`src/rtl/spawn_scheduler.sv`:
```
// Spawn request scheduler: paces spawn requests by max(gene_time, MIN_INTERVAL)
// cycles, counts acknowledged spawns and pulses levelup every SPAWNS_PER_LEVEL of them.
module spawn_scheduler #(
  parameter int unsigned SPAWNS_PER_LEVEL = 16,
  parameter int unsigned MIN_INTERVAL     = 4
) (
  input  logic        clk,
  input  logic        rst,
  input  logic        enable,
  input  logic        pause,
  input  logic [31:0] gene_time,
  input  logic        spawn_ack,
  output logic        spawn_req,
  output logic        levelup,
  output logic [15:0] spawn_count,
  output logic [1:0]  state
);

  localparam logic [1:0] IDLE  = 2'b00;
  localparam logic [1:0] COUNT = 2'b01;
  localparam logic [1:0] REQ   = 2'b10;

  localparam logic [31:0] MIN_N      = 32'(MIN_INTERVAL);
  localparam logic [15:0] LEVEL_LAST = 16'(SPAWNS_PER_LEVEL - 1);

  logic [31:0] n_eff;
  logic [31:0] n_last;
  logic [31:0] timer;
  logic [31:0] timer_nxt;
  logic [1:0]  state_nxt;
  logic [15:0] level_cnt;
  logic        ack_take;

  // The interval is re-evaluated every cycle so a gene_time change applies mid-count.
  assign n_eff    = (gene_time < MIN_N) ? MIN_N : gene_time;
  assign n_last   = n_eff - 32'd1;
  assign ack_take = enable && (state == REQ) && spawn_ack;

  // NOTE: every output of a combinational block gets a default first so no latch is inferred.
  always_comb begin
    state_nxt = state;
    timer_nxt = timer;
    if (!enable) begin
      state_nxt = IDLE;
      timer_nxt = '0;
    end else begin
      case (state)
        IDLE: begin
          state_nxt = COUNT;
          timer_nxt = '0;
        end
        COUNT: begin
          if (!pause) begin
            if (timer >= n_last) begin
              state_nxt = REQ;
              timer_nxt = '0;
            end else begin
              timer_nxt = timer + 32'd1;
            end
          end
        end
        REQ: begin
          if (spawn_ack) begin
            state_nxt = COUNT;
            timer_nxt = '0;
          end
        end
        default: begin
          state_nxt = IDLE;
          timer_nxt = '0;
        end
      endcase
    end
  end

  // NOTE: state registers use non-blocking assignments so all flops update from pre-edge values.
  always_ff @(posedge clk or negedge rst) begin
    if (!rst) begin
      state       <= IDLE;
      timer       <= '0;
      spawn_req   <= 1'b0;
      levelup     <= 1'b0;
      spawn_count <= '0;
      level_cnt   <= '0;
    end else begin
      state     <= state_nxt;
      timer     <= timer_nxt;
      spawn_req <= (state_nxt == REQ);
      levelup   <= 1'b0;
      if (ack_take) begin
        spawn_count <= spawn_count + 16'd1;
        if (level_cnt == LEVEL_LAST) begin
          level_cnt <= '0;
          levelup   <= 1'b1;
        end else begin
          level_cnt <= level_cnt + 16'd1;
        end
      end
    end
  end

endmodule

```
`config.mk`:
```
export PLATFORM = sky130hd
export DESIGN_NAME = spawn_scheduler
export DESIGN_NICKNAME = d
export VERILOG_FILES = /design/src/rtl/spawn_scheduler.sv
export SDC_FILE = /design/constraint.sdc
export NUM_CORES = 1
export LEC_CHECK = 0
export CAP_MARGIN = 20
export CORE_ASPECT_RATIO = 1.4
export CORE_MARGIN = 1
export CORE_UTILIZATION = 31
export DETAILED_ROUTE_END_ITERATION = 6
export PLACE_DENSITY = 0.5
export SKIP_LAST_GASP = 1
export SYNTH_ARGS = -nofsm -noshare
export SYNTH_HDL_FRONTEND = slang
export SYNTH_SLANG_ARGS = --single-unit
export TNS_END_PERCENT = 100
```
`constraint.sdc`:
```
create_clock -name clk -period 3.37 [get_ports clk]
set_clock_uncertainty 0.05 [all_clocks]
set_input_delay 0.5055 -clock clk [delete_from_list [all_inputs] [get_ports clk]]
set_output_delay 0.5055 -clock clk [all_outputs]
set_load 0.005 [all_outputs]
```
### Word-level counts from Yosys, hierarchy flattened

Cells that the tools add are included.

* bits of input ports: 37
* bits in registers: 68
* logic and storage cells: 36

* $add $sub $neg: 4
* $lt $le $gt $ge: 2
* reduce and logical (&&, ||, !) cells: 4
* mux-type cells: 14
* equal/unequal tests: 6

Operators with widths (number)
* 32-bit 2-to-1 mux: 5
* 32-bit one-hot mux with 2 select lines: 1
* 16-bit by 1-bit adder with 16-bit output, second input constant: 2
* 32-bit by 1-bit adder with 32-bit output, second input constant: 1
* 32-bit >= comparator: 1
* 32-bit by 3-bit < comparator with 1-bit output, second input constant: 1
* 32-bit by 1-bit subtractor with 32-bit output, second input constant: 1
* 16-bit by 4-bit == test with 1-bit output, second input constant: 1
* 16-bit 2-to-1 mux: 1
* 2-bit 2-to-1 mux: 4
* 3-bit inequality test, second input constant: 2
* 2-bit one-hot mux with 3 select lines: 1
* 2-bit == test, second input constant: 2
* 2-bit by 1-bit == test with 1-bit output, second input constant: 1
* 1-bit logical AND: 2
* 2-bit zero test: 1
* 1-bit 2-to-1 mux: 2
* 2-bit AND reduction: 1

### Logic depth before layout (Yosys ltp)

* depth in word-level cells: 9
* gate-level depth with buffers: 18
* depth with buffers taken out: 16

### Worst setup path before layout

Ideal clock, no wire load.

* path kind: input -> register
* start: in gene_time[10]
* end: reg state[0]
* buffers on the path: 2
* slack: -0.927 ns
* cell stages on the path: 18
* arrival time: 4.121 ns
* setup time: 0.126 ns
* cell sequence: or3_2 > nor4_4 > and2_0 > buf_2 > nand3_1 > nand2_1 > ha_1 > nand3_1 > nor4_1 > xnor2_1 > ha_1 > nand4_1 > nor3_1 > a22oi_1 > a2111oi_4 > buf_2 > nor2_1 > o311a_1

* longest elaborated chain between the ends: 8

Ends and longest elaborated chain
* start, declared: RTL line 11 `input logic [31:0] gene_time,`
* 32-bit by 3-bit < comparator with 1-bit output: RTL line 35 `assign n_eff = (gene_time < MIN_N) ? MIN_N : gene_time;`
* 32-bit 2-to-1 mux (*): RTL line 35
* 32-bit by 1-bit subtractor with 32-bit output (*): RTL line 36 `assign n_last = n_eff - 32'd1;`
* 32-bit >= comparator (*): RTL line 54 `if (timer >= n_last) begin`
* 2-bit 2-to-1 mux (*): RTL line 54
* 2-bit 2-to-1 mux (*): RTL line 53 `if (!pause) begin`
* 2-bit one-hot mux with 3 select lines (*): RTL line 47 `case (state)`
* 2-bit 2-to-1 mux (*): RTL line 43 `if (!enable) begin`
* named net state_nxt[0]: RTL line 30 `logic [1:0] state_nxt;`
* end signal, assigned: RTL line 86 `state <= state_nxt;`
* end, declared: RTL line 16 `output logic [1:0] state`

The timed path passes the listed nets; every way through them passes the cells marked *.
A chain may end at the register's enable or synchronous reset.

### Worst setup path after layout

* start: in gene_time[7]
* end: reg timer[23]

* longest elaborated chain between the ends: 8

Ends and longest elaborated chain
* 32-bit by 3-bit < comparator with 1-bit output: RTL line 35
* 32-bit 2-to-1 mux (*): RTL line 35
* 32-bit by 1-bit subtractor with 32-bit output (*): RTL line 36
* 32-bit >= comparator (*): RTL line 54
* 32-bit 2-to-1 mux (*): RTL line 54
* 32-bit 2-to-1 mux (*): RTL line 53
* 32-bit one-hot mux with 2 select lines (*): RTL line 47
* 32-bit 2-to-1 mux (*): RTL line 43
* end signal, assigned: RTL line 87 `timer <= timer_nxt;`
* end, declared: RTL line 28 `logic [31:0] timer;`

Mark *: on every way between the ends. The rest lies on a longest branch, timed or not. The select of a mux whose other input is x is not followed.

==> out/metrics.cfg <==
[power]
powerDensity_mw_per_mm2=288
leakage_nw=3.16
power_mw=2.06
peakVddDrop_uv=293

[placement]
post-place-ws_ns=-1.79
dp_cells=834
routabilityCongestion=0.793
postPlaceCellArea_mm2=0.00635
portBuffers=56
dp_hpwl_um=10400

[critical_path]
r2r_cells=10
r2r-start=timer[3]
critical_path_required_ns=3.57
path_class=in -> reg
end_kind=flop
cp-endpoint=timer[23]
crit_start=gene_time[7]
r2r-end=timer[23]
r2r_setup_slack_ns=0.67
cp-start-kind=input pin
critPathArrivalTime_ns=4.32
worst-path-max-fanout=10

[timing]
report.final.hold_viol_count=0
max-slew-margin-rel_pct=49.8
drv_slew=0
fin_ws_ns=-0.746
tightest_slew_ns=0.753
fin_crit_sh_pct=122
rsz0062_at_grt=yes
min_period_ns=4.12
fin_tns_setup_ns=-22.74
finalSetupViolations=35
max_freq_ghz=0.243
hold_ws_ns=0.195

[route]
dr_total_vias=4667
wl_per_cell_um=16.0
antenna_left=0
post_drt_via_cell_ratio=5.36
drtIter0Drc=220
dr.pass1.iters=6
drcViolationCount=1
wl_um=13900

[logic_synthesis]
ys.flop_type=dfrtp_1
yosys-top-cells-count=68 x dfrtp_1, 49 x nand2_1, 39 x nor2_1
yosysTopAreaCellShare_pct=34.7
synth.yosys.seq_area_share_pct=34.7
synth_area_leaders=dfrtp_1 35%, ha_1 9.2%, xnor2_1 6.3%
avgSynthCellArea_um2=9.41
synth-async-reset-ratio_pct=100
yosysUniqueCellTypes=63
netlist_area_mm2=0.00490
yosysTopAreaCell=dfrtp_1
synth_fp_nets=594
synth_cells=521
yosys_warnings=0
synth_edf_count=0
ys_ff_latch=68
yosysMostFrequentCell=dfrtp_1

[grt]
grt_use_total_pct=18.1
busiest_layer=met2
grtUsageMet1_pct=20.8
grtUsageMet3_pct=2.07
met2_usage_pct=33.5
antenna_found_initial=0
first_global_vias=4759
grt_remaining_overflow=0
grt_max_degree=34
grt_pass1_wl_um=23200

[clock_network]
path_clk_slew_ns=0.06
cts-buffers-inserted=9
ctsHoldBuffers=0
cts_tree=done
cts_buffer_depth=2
cts_root_buf=clkbuf_16
h-tree-depth=3
cts_sinks=68
clock_latency_ns=0.33

[floorplanning]
ios=57
dieArea_mm2=0.0163
rows=54
die_y_um=151
core_mm2=0.0155
die-width_um=108
floorplan.initialDensity_pct=31.5

[cells_and_area]
drive_gt1_share_pct=29.8
final_util_pct=46.1
final_nets=742
antennaDiodeCount=0
final_cells=870
stdcell_area_mm2=0.00717
area_delta_synth_final_pct=46.2
nFillCells=1492

[hold_path]
worst_hold_path_type=in -> async

[run]
cap_violations=0

[run_status]
violations=design-rule violations, negative setup slack
outcome=finished with violations

## registers in the layout, summed over array words and instances, names as in the netlist
register	cells
spawn_count	16
timer	32
levelup	1
spawn_req	1
level_cnt	16
state	2
## how the worst min path moves through the flow
| stage | from | endpoint | slack, ns | depth (start not counted) |
|---|---|---|---|---|
| floorplan | rst | level_cnt[0] | 0.16 | 0 |
| global placement | level_cnt[15] | level_cnt[15] | 0.42 | 1 |
| detailed placement | level_cnt[15] | level_cnt[15] | 0.41 | 1 |
| CTS | rst | timer[25] | 0.22 | 1 |
| global route | rst | state[1] | 0.27 | 1 |
| finish | rst | timer[28] | 0.19 | 1 |
## critical path, stage by stage
cell	delay, ns
buf_6	0.09
or3_4	0.39
nor4_4	0.31
and2_4	0.21
nand3_4	0.10
nand2_4	0.09
ha_4	0.16
nand3_4	0.13
nor3_4	0.17
xnor2_2	0.14
ha_1	0.25
nand4_1	0.14
buf_4	0.14
nor2_2	0.03
a22oi_2	0.30
a2111oi_4	0.12
buf_4	0.17
buf_4	0.15
buf_16	0.14
o41a_1	0.39
o22ai_1	0.15
## cells by family (layout without fill, tap and decap cells)
family	Yosys count	in the layout	synth area share, %
AOI/OAI and AO/OA	104	104	17.2
adders and majority gates	36	36	9.19
xor gates and xnor gates	55	55	9.83
buffers and inverters	30	183	2.60
and+or+nand+nor	225	225	25.8
DFF	68	68	34.7
muxes	3	3	0.664
## layout by cell type, fill, tap and decap left out, drive strengths merged, types with 4 or more instances in the layout
cell type	instances
buf	112
dfrtp	68
nand2	49
nor2	39
clkdlybuf4s50	38
ha	36
xnor2	35
nand3	22
xor2	20
a22o	19
nand4	18
nor3	18
o41ai	18
and3	16
a21oi	14
clkbuf	14
o21ai	12
nor4	12
inv	11
nor2b	9
and2	8
a41oi	7
o2bb2ai	7
or4	6
and4	5
a21o	4
a41o	4
nand2b	4
## where the power goes
group          switching, mW  internal (mW)  total [mW]
logic                  0.129          0.144       0.274
clock network          0.358          0.611       0.969
registers            0.00333          0.819       0.822
## routing by layer
metal  wire length, µm  vias to the layer above  part of all wire (%)
li1                  -                     2271                     -
met5                 0                        -                     0
met1              5660                     2260                    41
met3               434                       22                   3.1
met2              7430                      114                    54
met4               357                        0                   2.6
## what timing repair did
| action | in CTS | in global routing |
|---|---|---|
| setup endpoints to repair | 35 | 35 |
| setup buffers | 16 | 6 |
| pin swaps | 33 | 11 |
| resized for setup | 111 | 20 |
| gates cloned | 1 | 0 |
## layout make-up
cell class	count	area (µm²)	area share, %
Clock inverter	4	47.5	0.663
Timing Repair Buffer	156	1390	19.3
Inverter	11	41.3	0.576
Sequential cell	68	1700	23.7
Clock buffer	12	256	3.58
Tap cell	196	245	3.42
Multi-Input combinational cell	423	3490	48.7
No activity file was read; power rests on OpenSTA's default activity.
